File: src/rtl/hazard_stall_ctrl_pkg.sv
// Shared pipeline-hazard constants: Tuse/Tnew encodings and md-unit latencies.
package hazard_stall_ctrl_pkg;

    localparam logic [1:0] TUSE_NONE = 2'b11;

    localparam int unsigned MULT_LAT = 5;
    localparam int unsigned DIV_LAT  = 10;

    typedef enum logic [1:0] {
        TNEW_0 = 2'd0,
        TNEW_1 = 2'd1,
        TNEW_2 = 2'd2
    } tnew_e;

    // Tnew one stage later: one cycle closer to ready, never below zero.
    function automatic logic [1:0] tnew_step(input logic [1:0] tnew);
        return (tnew == TNEW_0) ? TNEW_0 : tnew - 2'd1;
    endfunction

endpackage

File: src/rtl/hazard_stall_ctrl_md_busy_counter.sv
// Multiply/divide unit scheduler: busy counter loaded when an md op starts in E.
module md_busy_counter #(
    parameter int unsigned MULT_LAT = hazard_stall_ctrl_pkg::MULT_LAT,
    parameter int unsigned DIV_LAT  = hazard_stall_ctrl_pkg::DIV_LAT,
    parameter int unsigned CNT_W    = 4
) (
    input  logic clk,
    input  logic reset,
    input  logic IntReq,
    input  logic E_md_start,
    input  logic E_md_div,
    output logic md_busy
);
    import hazard_stall_ctrl_pkg::*;

    logic [CNT_W-1:0] md_cnt;
    logic             md_go;

    assign md_go = E_md_start & ~IntReq;

    // IntReq does not abort a running op; HI/LO are already committed.
    always_ff @(posedge clk) begin
        if (reset)
            md_cnt <= '0;
        else if (md_go)
            md_cnt <= E_md_div ? CNT_W'(DIV_LAT - 1) : CNT_W'(MULT_LAT - 1);
        else if (md_cnt != '0)
            md_cnt <= md_cnt - 1'b1;
    end

    assign md_busy = ~reset & ((md_cnt != '0) | md_go);

endmodule

File: src/rtl/hazard_stall_ctrl.sv
// Stall/scheduling controller for the 5-stage pipeline (F/D hold, D/E bubble, md scheduling).
// Optional stall-cycle performance counter enabled by HAZ_PERF_CNT_EN.
module hazard_stall_ctrl #(
    parameter int unsigned MULT_LAT = hazard_stall_ctrl_pkg::MULT_LAT,
    parameter int unsigned DIV_LAT  = hazard_stall_ctrl_pkg::DIV_LAT,
    parameter int unsigned CNT_W    = 4
) (
    input  logic        clk,
    input  logic        reset,
    input  logic        IntReq,
    input  logic [4:0]  D_rs,
    input  logic [4:0]  D_rt,
    input  logic [1:0]  D_Tuse_rs,
    input  logic [1:0]  D_Tuse_rt,
    input  logic        D_md,
    input  logic [4:0]  E_A3,
    input  logic [1:0]  E_Tnew,
    input  logic        E_md_start,
    input  logic        E_md_div,
    output logic        stall,
    output logic        F_en,
    output logic        FD_en,
    output logic        DE_clr,
    output logic        md_busy,
    output logic [31:0] stall_cnt
);
    import hazard_stall_ctrl_pkg::*;

    logic [4:0] M_A3;
    logic [1:0] M_Tnew;
    logic       stall_rs;
    logic       stall_rt;
    logic       stall_md;

    // A D/E bubble already arrives as E_A3=0/E_Tnew=0, so no special case here.
    always_ff @(posedge clk) begin
        if (reset | IntReq) begin
            M_A3   <= '0;
            M_Tnew <= TNEW_0;
        end else begin
            M_A3   <= E_A3;
            M_Tnew <= tnew_step(E_Tnew);
        end
    end

    md_busy_counter #(
        .MULT_LAT (MULT_LAT),
        .DIV_LAT  (DIV_LAT),
        .CNT_W    (CNT_W)
    ) u_md_busy_counter (
        .clk        (clk),
        .reset      (reset),
        .IntReq     (IntReq),
        .E_md_start (E_md_start),
        .E_md_div   (E_md_div),
        .md_busy    (md_busy)
    );

    always_comb begin
        stall_rs = (D_rs != '0) &
                   (((D_rs == E_A3) & (D_Tuse_rs < E_Tnew)) |
                    ((D_rs == M_A3) & (D_Tuse_rs < M_Tnew)));
        stall_rt = (D_rt != '0) &
                   (((D_rt == E_A3) & (D_Tuse_rt < E_Tnew)) |
                    ((D_rt == M_A3) & (D_Tuse_rt < M_Tnew)));
        stall_md = D_md & md_busy;
        stall    = ~reset & ~IntReq & (stall_rs | stall_rt | stall_md);
        F_en     = ~stall;
        FD_en    = ~stall;
        DE_clr   = stall;
    end

`ifdef HAZ_PERF_CNT_EN
    logic [31:0] stall_cnt_q;

    always_ff @(posedge clk) begin
        if (reset)
            stall_cnt_q <= '0;
        else if (stall)
            stall_cnt_q <= stall_cnt_q + 32'd1;
    end

    assign stall_cnt = stall_cnt_q;
`else
    assign stall_cnt = '0;
`endif

endmodule

File: config.mk
export PLATFORM = sky130hd
export DESIGN_NAME = hazard_stall_ctrl
export DESIGN_NICKNAME = d
export VERILOG_FILES = /design/src/rtl/hazard_stall_ctrl_pkg.sv /design/src/rtl/hazard_stall_ctrl_md_busy_counter.sv /design/src/rtl/hazard_stall_ctrl.sv
export SDC_FILE = /design/constraint.sdc
export NUM_CORES = 1
export LEC_CHECK = 0
export BUFFER_PORTS_ARGS = -buffer_cell sky130_fd_sc_hd__buf_2
export CAP_MARGIN = 30
export CORE_MARGIN = 1
export CORE_UTILIZATION = 41
export DETAILED_ROUTE_END_ITERATION = 8
export PLACE_DENSITY = 0.76
export SYNTH_ARGS = -nofsm -noshare
export SYNTH_HDL_FRONTEND = slang
export SYNTH_SLANG_ARGS = --single-unit
File: constraint.sdc
create_clock -name clk -period 2.1 [get_ports clk]
set_input_delay 0.21 -clock clk [delete_from_list [all_inputs] [get_ports clk]]
set_output_delay 0.21 -clock clk [all_outputs]
set_load 0.02 [all_outputs]
==> results of run 1 <==
cell usage in the layout (no fill, tap or decap), drive strengths merged, types with 3 or more instances in the layout:
cell / count
xnor2: 3
inv: 5
nand2: 4
buf: 33
a211oi: 4
and2: 5
nand2b: 3
ha: 7
conb: 32
nor4: 6
dfxtp: 11
a21oi: 4
clkbuf: 4
nor2: 4
xor2: 20
path summary, 6_finish.rpt:
path / startpoint / endpoint / slack (ps) / depth (start not counted)
max reg2reg: u_md_busy_counter.md_cnt[0] / u_md_busy_counter.md_cnt[0] / 730 / 7
max: M_Tnew[1] / stall / 50 / 7
min reg2reg: u_md_busy_counter.md_cnt[1] / u_md_busy_counter.md_cnt[1] / 550 / 2
min: E_Tnew[0] / M_Tnew[0] / 170 / 2
registers in the layout (all words and copies together) (netlist names):
name,count
u_md_busy_counter.md_cnt,4
M_A3,5
M_Tnew,2
metrics by stage:
| step | area [sq um] | cells | hold WS, ps | total power [mW] | TNS (ps) |
|---|---|---|---|---|---|
| after floorplan | 1180 | 157 | 279 | 0.613 | 0 |
| after global placement | 1130 | 185 | 444 | 0.649 | 0 |
| after detailed placement | 1130 | 185 | 440 | 0.666 | 0 |
| after CTS | 1150 | 189 | 161 | 0.807 | 0 |
| after global routing | 1200 | 190 | 175 | 0.930 | -76.5 |
| final | 1200 | 190 | 169 | 0.866 | 0 |
per-layer routing:
metal  share of wire (%)  wire length, microns  track usage (%)  vias up
met5                   0                     0                0        -
met3                 7.1                   158             2.01        4
met4                0.99                    22             6.58        0
li1                    -                     -                -      425
met1                  43                   944             19.0      379
met2                  49                  1090             28.7       36
area by class of cell:
class	count	area, sq um
multi-input combinational	107	724
fill	271	1260
clock buffer	4	26.3
tap	30	37.5
sequential	11	221
timing repair buffer	33	170
inverter	5	18.8
cells by family (layout without fill, tap and decap cells):
group / count (synthesis) / in the layout / synth area share [%]
other: 1 / 32 / 0.352
XOR/XNOR: 23 / 23 / 18.9
AND/OR/NAND/NOR: 32 / 32 / 17.7
flip-flops: 11 / 11 / 20.7
buffers and inverters: 39 / 42 / 25.7
adder cells (fa/ha/maj): 7 / 7 / 8.23
AO/OA/AOI/OAI: 13 / 13 / 8.34
timing repair:
item,CTS,global route
hold buffers,0,0
setup buffers,0,1
resized for setup,0,8
setup endpoints to repair,0,4
hold endpoints to repair,0,0
power by group through the flow:
stage	Clock (mW)	Sequential [mW]	Combinational, mW
final	0.141	0.285	0.440
after global routing	0.158	0.289	0.483
after CTS	0.144	0.276	0.387
after detailed placement	0	0.280	0.386
after global placement	0	0.278	0.370
after floorplan	0	0.273	0.340
critical path: cells and delay by family, from the launching register on:
kind                     cells  cell delay (ps)
AO/OA/AOI/OAI                4              780
flip-flops                   1              310
adder cells (fa/ha/maj)      1              280
buffers and inverters        2              210
==> metrics.cfg, run 1 <==
[status]
outcome = complete, no violations

[power]
p_sw_share_pct = 39.9
p_seq_share_pct = 33.0
netSwitchingPower_uw = 346
powerDensity_nw_per_um2 = 722
comb_power_share_pct = 50.8
vdd_drop_max_uv = 542
pwr-share-clk_pct = 16.3
p_leak_nw = 0.620
intPower_uw = 520

[logic_synthesis]
synth_area_per_cell_sq_um = 8.45
synth_top_cell_by_area = buf_4
synth-seq-cells = 11
post_synth_num_cell_types = 24
synth_seq_area_share_pct = 20.7
synth_edf_count = 0
synth_top_cell_area_share_pct = 24.0
yosysWarnings = 0
synthCells = 126
synth.area.top_cells = buf_4 24%, dfxtp_1 21%, xor2_1 16%
synthFlopType = dfxtp_1
synthesis.area_sq_um = 1060
yosysMostFrequentCell = buf_4
synthArstFlopShare_pct = 0
yosys-top-cells-count = 34 x buf_4, 20 x xor2_1, 11 x dfxtp_1, 7 x ha_1, 6 x nor4_1

[critical_path]
critPathLaunchType = register
end_kind = primary output
cp_max_fo = 2
worst-setup-path-type = reg -> out
worst_ep_required_time_ps = 1890
cp_slowest_cell = dfxtp_1
path_cells = inv_1 -> ha_1 -> a211oi_2 -> a22oi_2 -> o22ai_2 -> a21o_1 -> buf_2
cp.arrival_ps = 1840
slowest_delay_ps = 310

[timing]
fin_ws_ps = 49.6
hold_viol = 0
period_needed_ps = 2050
finalSetupViolations = 0
fin_crit_sh_pct = 97.6
report.final.slew_viol_count = 0
clock_skew_ps = 0.244
clock.fmax_mhz = 488

[final_layout]
fin_util_pct = 48.8
diodes = 0
drive_gt1_share_pct = 27.5
fin_nets = 195
area_growth_pct = 12.6

[min_path]
hold_class = in -> reg

[floorplan]
die_area_sq_um = 2800
coreArea_sq_um = 2450
initial_core_util_pct = 43.4
rows = 18
io-pin-count = 64
fp.dieW_microns = 53.0
die_y_microns = 53.0

[cts]
cts_buffers = 3
ctsLongestPathBuffers = 2
htree_num_levels = 1
clk_latency_ps = 260
clk_pin_slew_worst_paths_ps = 70
cts_sinks = 11
cts-root-buf = clkbuf_4
cts_tree = yes

[global_routing]
grt_pass1_wl_microns = 3240
grt_max_degree = 9
grt.total_usage_pct = 16.1
grt_overflow_total = 0
grt_pass1_vias = 781
grt_antenna_before_repair = 0

[drt]
via_per_inst = 4.44
post_drt_wl_per_cell_microns = 11.6
drt_iter0_drc = 9
drtAntennaViolNets = 0
num_vias = 844
firstDrtPassIters = 4
route.detailed.drc = 0
routed_wl_microns = 2210

[place]
hpwl_microns = 1780
port-buffer-count = 31
pre_cts_slack_ps = 266
gp_congestion = 0.896

[run]
drv_cap = 0

Power figures use the tool's default switching activity.
==> inputs of run 2 (changes only) <==
- BUFFER_PORTS_ARGS: -buffer_cell sky130_fd_sc_hd__buf_2 -> -buffer_cell sky130_fd_sc_hd__buf_4
- SKIP_CTS_REPAIR_TIMING: default -> 1
==> run 2 against run 1 <==
  * Non-clock buffer count stayed put
  * Fmax is 4.0% higher
  * Worst setup slack better by 78 ps
  * Cell area is 5.5% higher
  * Final cell count stayed put
  * Clock skew is 1.0 ps higher
  * First-iteration DRC count is 22% higher
  * Combinational power is 4% higher
==> metrics.cfg, run 2 (synthesis gave the netlist of run 1 again) <==
[status]
outcome = complete, no violations  ; unchanged

[timing]
final.setup.tns_ps = 0  ; unchanged
fin_crit_sh_pct = 93.9  ; was 97.6%
report.final.slew_viol_count = 0  ; unchanged
whs_ps = 136  ; was 169 ps
clock_skew_ps = 1.29  ; was 0.244 ps
clock.fmax_mhz = 507  ; was 488 MHz
rsz0062_at_grt = no
finalSetupViolations = 0  ; unchanged
period_needed_ps = 1970  ; was 2050 ps
hold_viol = 0  ; unchanged

[global_routing]
grt_pass1_vias = 823  ; was 781
grt.total_usage_pct = 17.4  ; was 16.1%
grt_overflow_total = 0  ; unchanged
grt_pass1_wl_microns = 3480  ; was 3240 microns
grt_max_degree = 9  ; unchanged
grt_antenna_before_repair = 0  ; unchanged

[cts]
cts_tree = yes  ; unchanged
clk_latency_ps = 260  ; about the same
clk_pin_slew_worst_paths_ps = 70  ; about the same
cts_sinks = 11  ; unchanged
cts_buffers = 3  ; unchanged
htree_num_levels = 1  ; unchanged
cts-root-buf = clkbuf_4  ; unchanged
ctsLongestPathBuffers = 2  ; unchanged

[power]
comb_power_share_pct = 51.9  ; was 50.8%
intPower_uw = 536  ; was 520 uW
vdd_drop_max_uv = 595  ; was 542 uV
total_power_uw = 882  ; was 866 uW
powerDensity_nw_per_um2 = 697  ; was 722 nW/um^2
p_leak_nw = 0.646  ; was 0.620 nW
p_seq_share_pct = 31.9  ; was 33.0%
netSwitchingPower_uw = 346  ; about the same
p_sw_share_pct = 39.2  ; was 39.9%
pwr-share-clk_pct = 16.2  ; was 16.3%

[floorplan]
rows = 18  ; unchanged
io-pin-count = 64  ; unchanged
fp.dieW_microns = 53.0  ; unchanged
coreArea_sq_um = 2450  ; unchanged
initial_core_util_pct = 43.4  ; unchanged
die_area_sq_um = 2800  ; unchanged
die_y_microns = 53.0  ; unchanged

[final_layout]
instances_no_fill = 190  ; unchanged
reg.largest.list = M_A3: 5 flops, u_md_busy_counter.md_cnt: 4 flops, M_Tnew: 2 flops  ; unchanged
fin_nets = 195  ; unchanged
mostFrequentLayoutCells = 33 x buf_4, 32 x conb_1, 20 x xor2_1, 11 x dfxtp_1, 7 x ha_1  ; was 32 x conb_1, 31 x buf_2, 20 x xor2_1, 10 x dfxtp_1, 7 x ha_1
fin_util_pct = 51.5  ; was 48.8%
regMostFlops = M_A3  ; unchanged
final_common_cell = buf_4  ; was conb_1
area_growth_pct = 18.8  ; was 12.6%
largest_reg_flops = 5  ; unchanged
drive_gt1_share_pct = 25.6  ; was 27.5%
diodes = 0  ; unchanged
nFillCells = 254  ; was 271

[place]
place_inst = 185  ; unchanged
port-buffer-count = 31  ; unchanged
gp_congestion = 0.904  ; was 0.896
hpwl_microns = 1860  ; was 1780 microns

[critical_path]
worst_ep_required_time_ps = 1890  ; about the same
cp.arrival_ps = 1760  ; was 1840 ps
worst-setup-path-type = reg -> out  ; unchanged
end_kind = primary output  ; unchanged
cp_max_fo = 2  ; unchanged
critPathLaunchType = register  ; unchanged
reg2reg_setup_slack_ps = 710  ; was 730 ps

[min_path]
hold_class = in -> reg  ; unchanged

[drt]
route.detailed.drc = 0  ; unchanged
num_vias = 843  ; was 844
routed_wl_microns = 2240  ; was 2210 microns
post_drt_wl_per_cell_microns = 11.8  ; was 11.6 microns
firstDrtPassIters = 4  ; unchanged
drtAntennaViolNets = 0  ; unchanged
via_per_inst = 4.44  ; about the same
drt_iter0_drc = 11  ; was 9

[run]
drv_cap = 0  ; unchanged

-- run 2: per-layer routing --
metal,part of all wire [%],global-route usage (%)
met5,0,0
met4,0.94,7.02
met3,8.3,3.74
met2,50,30.6
met1,41,20.2
-- run 2: final cells by class --
type,instances,area [sq um],area share (%)
Sequential cell,11,220,17.4
Multi-Input combinational cell,107,714,56.5
Clock buffer,4,26.3,2.08
Timing Repair Buffer,33,248,19.6
Inverter,5,18.8,1.48
Tap cell,30,37.5,2.97
-- run 2: power by group through the flow --
stage | clock network (mW) | logic, mW | registers, mW
finish | 0.143 | 0.458 | 0.281
global placement | 0 | 0.394 | 0.277
detailed placement | 0 | 0.405 | 0.281
floorplan | 0 | 0.340 | 0.273
CTS | 0.152 | 0.409 | 0.276
global route | 0.163 | 0.513 | 0.285
-- run 2: critical path, cell delays in order (launching register included) --
cell and delay (ps):
dfxtp_1 320, inv_1 50, ha_1 270, a211oi_1 270, a22oi_1 130, o22ai_2 160, a21o_1 170, buf_4 140
-- run 2: final timing paths --
path,from,to,cells past startpoint
setup reg to reg,u_md_busy_counter.md_cnt[0],u_md_busy_counter.md_cnt[0],7
hold / removal,E_Tnew[0],M_Tnew[0],2
setup / recovery,M_Tnew[1],stall,7
hold reg to reg,u_md_busy_counter.md_cnt[1],u_md_busy_counter.md_cnt[1],2
-- run 2: metrics by stage --
stage	worst slack [ps]	instance area (sq um)
2_1_floorplan	48.4	1180
3_3_place_gp	381	1200
3_5_place_dp	300	1200
4_1_cts	52.1	1230
5_1_grt	8.33	1260
6_report	128	1260
